==> src/rtl/bit_serial_mult_if.sv <==
// Operand/weight stream and product result bundle for bit_serial_mult.
// master drives the activation and the serial weight bit; slave returns the product.
interface bit_serial_mult_if #(
  parameter int DATA_W = 8
);
  logic [DATA_W-1:0] input_neuron;
  logic              Weight_bit;
  logic [DATA_W-1:0] out;
  logic              out_valid;

  modport master (
    output input_neuron,
    output Weight_bit,
    input  out,
    input  out_valid
  );

  modport slave (
    input  input_neuron,
    input  Weight_bit,
    output out,
    output out_valid
  );
endinterface

==> src/rtl/bit_serial_mult.sv <==
// Bit-serial unsigned multiplier: activation x serial weight (LSB first), scaled by OUT_SHIFT.
// Define MULT_OUT_SATURATE_EN to saturate the scaled product instead of truncating it.
module bit_serial_mult #(
  parameter int DATA_W    = 8,
  parameter int WEIGHT_W  = 8,
  parameter int OUT_SHIFT = 4
) (
  input  logic               clk,
  input  logic               reset,
  bit_serial_mult_if.slave   bus
);
  localparam int ACC_W = DATA_W + WEIGHT_W;
  localparam int CNT_W = (WEIGHT_W > 1) ? $clog2(WEIGHT_W) : 1;
  localparam logic [CNT_W-1:0] LAST_BIT = CNT_W'(WEIGHT_W - 1);

  logic [CNT_W-1:0]  cnt_reg, cnt_next;
  logic [ACC_W-1:0]  acc_reg, acc_next;
  logic [DATA_W-1:0] op_reg, op_next;
  logic [DATA_W-1:0] out_reg, out_next;
  logic              valid_reg, valid_next;

  logic [DATA_W-1:0] op_cur;
  logic [ACC_W-1:0]  pp [WEIGHT_W];
  logic [ACC_W-1:0]  sum;
  logic [ACC_W-1:0]  scaled;
  logic [DATA_W-1:0] limited;
  logic              last_bit;

  // Bit 0 uses the live activation so the first partial product needs no extra cycle.
  assign op_cur = (cnt_reg == '0) ? bus.input_neuron : op_reg;

  genvar gi;
  generate
    for (gi = 0; gi < WEIGHT_W; gi++) begin : g_pp
      assign pp[gi] = {{WEIGHT_W{1'b0}}, op_cur} << gi;
    end
  endgenerate

  always_comb begin
    last_bit = (cnt_reg == LAST_BIT);
    sum      = acc_reg + (bus.Weight_bit ? pp[cnt_reg] : '0);
    scaled   = sum >> OUT_SHIFT;
`ifdef MULT_OUT_SATURATE_EN
    limited  = (|scaled[ACC_W-1:DATA_W]) ? {DATA_W{1'b1}} : scaled[DATA_W-1:0];
`else
    limited  = scaled[DATA_W-1:0];
`endif

    cnt_next   = last_bit ? '0 : cnt_reg + 1'b1;
    acc_next   = last_bit ? '0 : sum;
    op_next    = (cnt_reg == '0) ? bus.input_neuron : op_reg;
    out_next   = last_bit ? limited : out_reg;
    valid_next = last_bit;
  end

  always_ff @(posedge clk) begin
    if (!reset) begin
      cnt_reg   <= '0;
      acc_reg   <= '0;
      op_reg    <= '0;
      out_reg   <= '0;
      valid_reg <= 1'b0;
    end else begin
      cnt_reg   <= cnt_next;
      acc_reg   <= acc_next;
      op_reg    <= op_next;
      out_reg   <= out_next;
      valid_reg <= valid_next;
    end
  end

  assign bus.out       = out_reg;
  assign bus.out_valid = valid_reg;
endmodule

==> src/flat_wrapper.sv <==
// flat-port wrapper written by rule: the top's interface ports become plain ports
module bit_serial_mult_flat 
#(
  parameter int DATA_W    = 8,
  parameter int WEIGHT_W  = 8,
  parameter int OUT_SHIFT = 4
)
  (clk, reset, bus_input_neuron, bus_Weight_bit, bus_out, bus_out_valid);
  bit_serial_mult_if #(.DATA_W(DATA_W)) bus_i ();
  input  logic clk;
  input  logic reset;
  input wire logic [$bits(bus_i.input_neuron)-1:0] bus_input_neuron;
  input wire logic [$bits(bus_i.Weight_bit)-1:0] bus_Weight_bit;
  output wire logic [$bits(bus_i.out)-1:0] bus_out;
  output wire logic [$bits(bus_i.out_valid)-1:0] bus_out_valid;
  assign bus_i.input_neuron = bus_input_neuron;
  assign bus_i.Weight_bit = bus_Weight_bit;
  assign bus_out = bus_i.out;
  assign bus_out_valid = bus_i.out_valid;
  bit_serial_mult #(.DATA_W(DATA_W), .WEIGHT_W(WEIGHT_W), .OUT_SHIFT(OUT_SHIFT)) u_core (.clk(clk), .reset(reset), .bus(bus_i));
endmodule
==> config.mk <==
export PLATFORM = sky130hd
export DESIGN_NAME = bit_serial_mult_flat
export DESIGN_NICKNAME = d
export VERILOG_FILES = /design/src/rtl/bit_serial_mult_if.sv /design/src/rtl/bit_serial_mult.sv /design/src/flat_wrapper.sv
export SDC_FILE = /design/constraint.sdc
export NUM_CORES = 1
export LEC_CHECK = 0
export CAP_MARGIN = 10
export CORE_ASPECT_RATIO = 2
export CORE_MARGIN = 8
export CORE_UTILIZATION = 55
export CTS_CLUSTER_SIZE = 24
export DETAILED_ROUTE_END_ITERATION = 12
export PLACE_DENSITY_LB_ADDON = 0.05
export SLEW_MARGIN = 25
export SYNTH_ARGS = -nofsm -noshare
export SYNTH_HDL_FRONTEND = slang
export SYNTH_SLANG_ARGS = --single-unit
export TNS_END_PERCENT = 1
==> constraint.sdc <==
create_clock -name clk -period 4 [get_ports clk]
set_input_delay 1 -clock clk [delete_from_list [all_inputs] [get_ports clk]]
set_output_delay 1 -clock clk [all_outputs]
set_load 0.005 [all_outputs]
# Word-level counts from Yosys, hierarchy flattened
# Index checks and enable logic that the tools add are counted.
# word_totals
reg_bits,36
wordCells,18
out_inout_bits,9
input_bits,11
# op_classes
reduce_logical,2
addsub,2
n_mux,5
bitwise_logic,2
n_eq_ne,1
order_cmp,1
# op_table
cell,count
$bmux 16 s3,1
$mux 16,3
$add 16x16->16,1
$mux 8,1
$ge 4x4->1 const B,1
$not 3->4,1
$add 3x1->3 const B,1
$eq 3x3->1 const B,1
$logic_not 3->1,1
$reduce_or 2->1,1
$not 1->1,1

# Logic depth before layout (Yosys ltp)
# logic_depth
ltp_word,7
depth_mapped,17

# Worst setup path before layout
# No wires, ideal clock.
# synth_timing
path_type,register to register
start,reg u_core.cnt_reg[1]
end,"reg u_core.out_reg[4], in the netlist u_core.bus.out[4]"
setup_ns,0.125
path_stages_with_launch,16
required_ns,3.875
slack_ns,0.475
n_path_buf,2
t_arrival_ns,3.400
path_cell_list,dfxtp_1 -> clkbuf_1 -> inv_2 -> ha_1 -> nand2b_1 -> buf_2 -> mux2i_1 -> mux2i_1 -> nor3b_1 -> fa_1 -> a211o_1 -> a21oi_1 -> nor2b_1 -> o41a_1 -> xnor2_1 -> o21ai_0
# synth_via
elab_chain_cells,7
word_cells_on_any_way,9
# synth_rtl
item,line,text
start: declaration,bit_serial_mult.sv:16,"logic [CNT_W-1:0] cnt_reg, cnt_next;"
start signal: assignment,bit_serial_mult.sv:64,cnt_reg <= cnt_next;
$logic_not 3->1,bit_serial_mult.sv:30,assign op_cur = (cnt_reg == '0) ? bus.input_neuron : op_reg;
$mux 8,bit_serial_mult.sv:30,
$bmux 16 s3,bit_serial_mult.sv:41,sum = acc_reg + (bus.Weight_bit ? pp[cnt_reg] : '0);
$mux 16 (not written as such) (2 in a row),bit_serial_mult.sv:41,
$mux 16,bit_serial_mult.sv:41,
$add 16x16->16,bit_serial_mult.sv:41,
end signal: assignment,bit_serial_mult.sv:67,out_reg <= out_next;
end: declaration,bit_serial_mult.sv:19,"logic [DATA_W-1:0] out_reg, out_next;"
# Several ways; a longest one is shown, not always the timed one. The select of a mux whose other input is x is not followed.
# A chain may end at the register's enable or synchronous reset.

# Final worst setup path
# layout_timing
start,in bus_input_neuron[0]
end,"reg u_core.out_reg[3], in the netlist u_core.bus.out[3]"
# layout_via
elab_chain_cells,6
# layout_rtl
item,line,text
start: declaration,flat_wrapper.sv:12,input wire logic [$bits(bus_i.input_neuron)-1:0] bus_input_neuron;
$mux 8,bit_serial_mult.sv:30,
$bmux 16 s3,bit_serial_mult.sv:41,
$mux 16 (not written as such) (2 in a row),bit_serial_mult.sv:41,
$mux 16,bit_serial_mult.sv:41,
$add 16x16->16,bit_serial_mult.sv:41,
# Every way passes these cells. The select of a mux whose other input is x is not followed.

==> summary.txt <==
Run status
  • Run status: complete, no violations

Synthesis
  • Flops & latches, synth: 32
  • Post-synthesis cell type count: 41
  • Mapped Avg Cell Area: 9.12 um2
  • Yosys warning total: 0
  • Post-synth EDFFs: 0
  • Top FF cell, synth: dfxtp_1
  • Asr flop ratio synth: 0%
  • Gate Count Post-Synth: roughly 200
  • Netlist Area Pre-Place: 0.00187 mm2
  • Sequential share of the synthesized area: between 30 and 40%
  • Mapped Nets: roughly 230

Floorplanning
  • Core area: between 0.003 and 0.004 mm2
  • I/O pin cnt: 20
  • # rows: 30
  • Chip height: 98.5 um
  • Initial Util: 56.0%
  • Die Area: 0.00564 mm2
  • Die Wd: between 50 and 60 um

STA
  • Slew headroom: between 40% and 50%
  • Final setup violation count: 0
  • Worst-margin pin slew: 791 ps
  • Max Clock Freq: 258 MHz
  • Worst Clk Skew: 7.14 ps
  • Unrepaired setup endpoints after global routing: false
  • Fin crit period: 3870 ps
  • Final Cycle Share: 96.8%
  • Setup ws final: 127 ps
  • Fin. max-slew vios: 0
  • Final Hold Viols: 0

Worst hold path
  • Hold Startpoint: u_core.bus.out[7]$_SDFFE_PN0P_
  • Hold path cells: 2
  • Worst Hold Path EP: u_core.bus.out[7]$_SDFFE_PN0P_
  • Min-Delay Path Class: reg -> reg

CTS
  • TritonCTS clock tree: done
  • Clock-pin slew on the worst setup and hold paths: 60 ps
  • CTS sink cnt: 32
  • CTS Buffer Depth: 2
  • Post CTS Setup Buffer Count: 0
  • Clock root cell: clkbuf_8
  • Clock buffers created by TritonCTS: 5
  • Clock latency on the worst-skew pair: 280 ps
  • Resize count post-CTS: 0
  • Post-CTS Hold Buffers: 0
  • Total number of H-tree levels: 2

Layout
  • Multi-input gate area: about 0.0012 mm2
  • Register Area: 641 um2
  • Fill count: 303
  • Layout Utilization: 66.1%
  • Layout Area Growth over Synthesis: 18.0%
  • Fin nets: 256
  • Share of cells above drive strength 1: 7.79%
  • ANT cells: 0
  • Max FFs per register: 12
  • Final Non-Filler Cells: roughly 260

Detailed routing
  • Initial DRT Pass Iterations: 4
  • WL final: 4.36 mm
  • Routed via count: 1533
  • Vias per std cell: 5.83
  • WL met3: 99 um
  • DR top layer: met4
  • WL met1: 1.58 mm
  • DRC viols: 0
  • Met2 wire length: 2.52 mm
  • Routed Antenna Nets: 0
  • Initial DRC count: 24
  • Average routed wire per standard cell: 16.6 um

Placement
  • Final HPWL DP: 3.50 mm
  • Gpl congestion: 0.890
  • Worst slack at placement: -70.0 ps
  • I/O Buffers: 19
  • Placed cells: 255

Power and ir drop
  • Worst VDD drop: 0.277 mV
  • Power Total: 885 uW
  • Leakage: 0.970 nW
  • Cell Pwr Density: around 400 mW/mm2

Critical path
  • Startpoint Class: input pin
  • Critical path arrival: 4030 ps
  • R2R Setup Slk: between 300 and 400 ps
  • Data required, critical path: approximately 4200 ps
  • Element type at the critical path end: flop
  • CP Max Fanout: 4
  • R2R Path End: u_core.bus.out[3]$_SDFFE_PN0P_
  • CP Class: in -> reg
  • Reg2reg start: u_core.cnt_reg[0]$_SDFF_PP0_
  • Worst reg2reg path depth: 14

GRT
  • Initial antenna violation count: 0
  • Total grt overflow: 0
  • GRT Total Usage: 16.5%
  • Vias in the first global route: 1678
  • First-pass GRT wire length: about 7.4 mm
  • Largest net degree at the start of global routing: 19

Run
  • Number of max-cap violations: 0
worst max path at each step:
stage	startpoint	endpoint	slack, ps	depth (start not counted)
2_1_floorplan	u_core.cnt_reg[1]$_SDFF_PP0_	u_core.bus.out[4]$_SDFFE_PN0P_	480	15
3_3_place_gp	bus_input_neuron[0]	u_core.bus.out[3]$_SDFFE_PN0P_	-70	11
3_5_place_dp	bus_input_neuron[0]	u_core.bus.out[3]$_SDFFE_PN0P_	-70	11
4_1_cts	bus_input_neuron[0]	u_core.bus.out[3]$_SDFFE_PN0P_	200	11
5_1_grt	bus_input_neuron[0]	u_core.bus.out[3]$_SDFFE_PN0P_	2	11
6_report	bus_input_neuron[0]	u_core.bus.out[3]$_SDFFE_PN0P_	130	11
routing by layer:
| layer | global-route usage (%) | up-vias |
|---|---|---|
| li1 | - | 766 |
| met1 | 14.0 | 728 |
| met2 | 32.8 | 26 |
| met3 | 2.87 | 13 |
| met4 | 10.1 | 0 |
| met5 | 0 | - |
cells in the mapped netlist, types with 3 or more instances:
library cell	instances	area, um2
clkbuf_1	5	18.8
o21ai_0	11	55.1
nor3_1	7	35.0
a21oi_1	8	40.0
xor2_1	3	26.3
nor2_1	17	63.8
o21a_1	5	37.5
a211o_1	3	26.3
mux2i_1	22	220
ha_1	14	175
dfxtp_1	32	641
nor2b_1	13	81.3
a211oi_1	4	30.0
and2_1	8	50.1
xnor2_1	6	52.6
nand2_1	13	48.8
nand2b_1	3	18.8
kinds of logic after synthesis:
family                     count (synthesis)  synth area share, %
AOI/OAI and AO/OA                         40                 14.0
DFF                                       32                 34.2
muxes                                     23                 13.0
xor gates and xnor gates                  10                 5.08
buffers and inverters                     13                 3.14
adders and majority gates                 15                 10.4
and+or+nand+nor                           72                 20.1
power by group:
group          internal [mW]  leakage (nW)  switching [mW]  total (mW)
Combinational          0.122         0.663           0.149       0.270
Clock                  0.140        0.0455           0.113       0.253
Sequential             0.349         0.261          0.0131       0.362
critical path, cell delays in order:
cell             delay, ps
clkdlybuf4s50_1        450
mux2i_1                120
mux2i_1                250
nor3b_1                370
ha_1                   320
a211oi_1               300
o21bai_1               150
a2111oi_0              500
nor3_1                 140
xnor2_1                290
o21ai_0                120
through the flow:
| step | hold WS [ps] | TNS, ps | instance area [um2] |
|---|---|---|---|
| 2_1_floorplan | 443 | 0 | 1870 |
| 3_3_place_gp | 440 | -90.7 | 2120 |
| 3_5_place_dp | 446 | -81.7 | 2120 |
| 4_1_cts | 457 | 0 | 2210 |
| 5_1_grt | 469 | 0 | 2210 |
| 6_report | 448 | 0 | 2210 |
final cells by class:
cell class | instances | area share, %
Clock buffer | 8 | 4.08
Multi-Input combinational cell | 160 | 53.1
Sequential cell | 32 | 29.0
Inverter | 4 | 0.680
Tap cell | 32 | 1.81
Timing Repair Buffer | 27 | 11.3
placed cells by master, fill, tap and decap left out, types with 7 or more instances in the layout:
| cell type | netlist | layout |
|---|---|---|
| dfxtp_1 | 32 | 32 |
| mux2i_1 | 22 | 22 |
| clkdlybuf4s50_1 | 0 | 19 |
| nor2_1 | 17 | 17 |
| ha_1 | 14 | 14 |
| nand2_1 | 13 | 13 |
| nor2b_1 | 13 | 13 |
| o21ai_0 | 11 | 11 |
| a21oi_1 | 8 | 8 |
| and2_1 | 8 | 8 |
| buf_4 | 0 | 8 |
| nor3_1 | 7 | 7 |
Power figures use the tool's default switching activity.
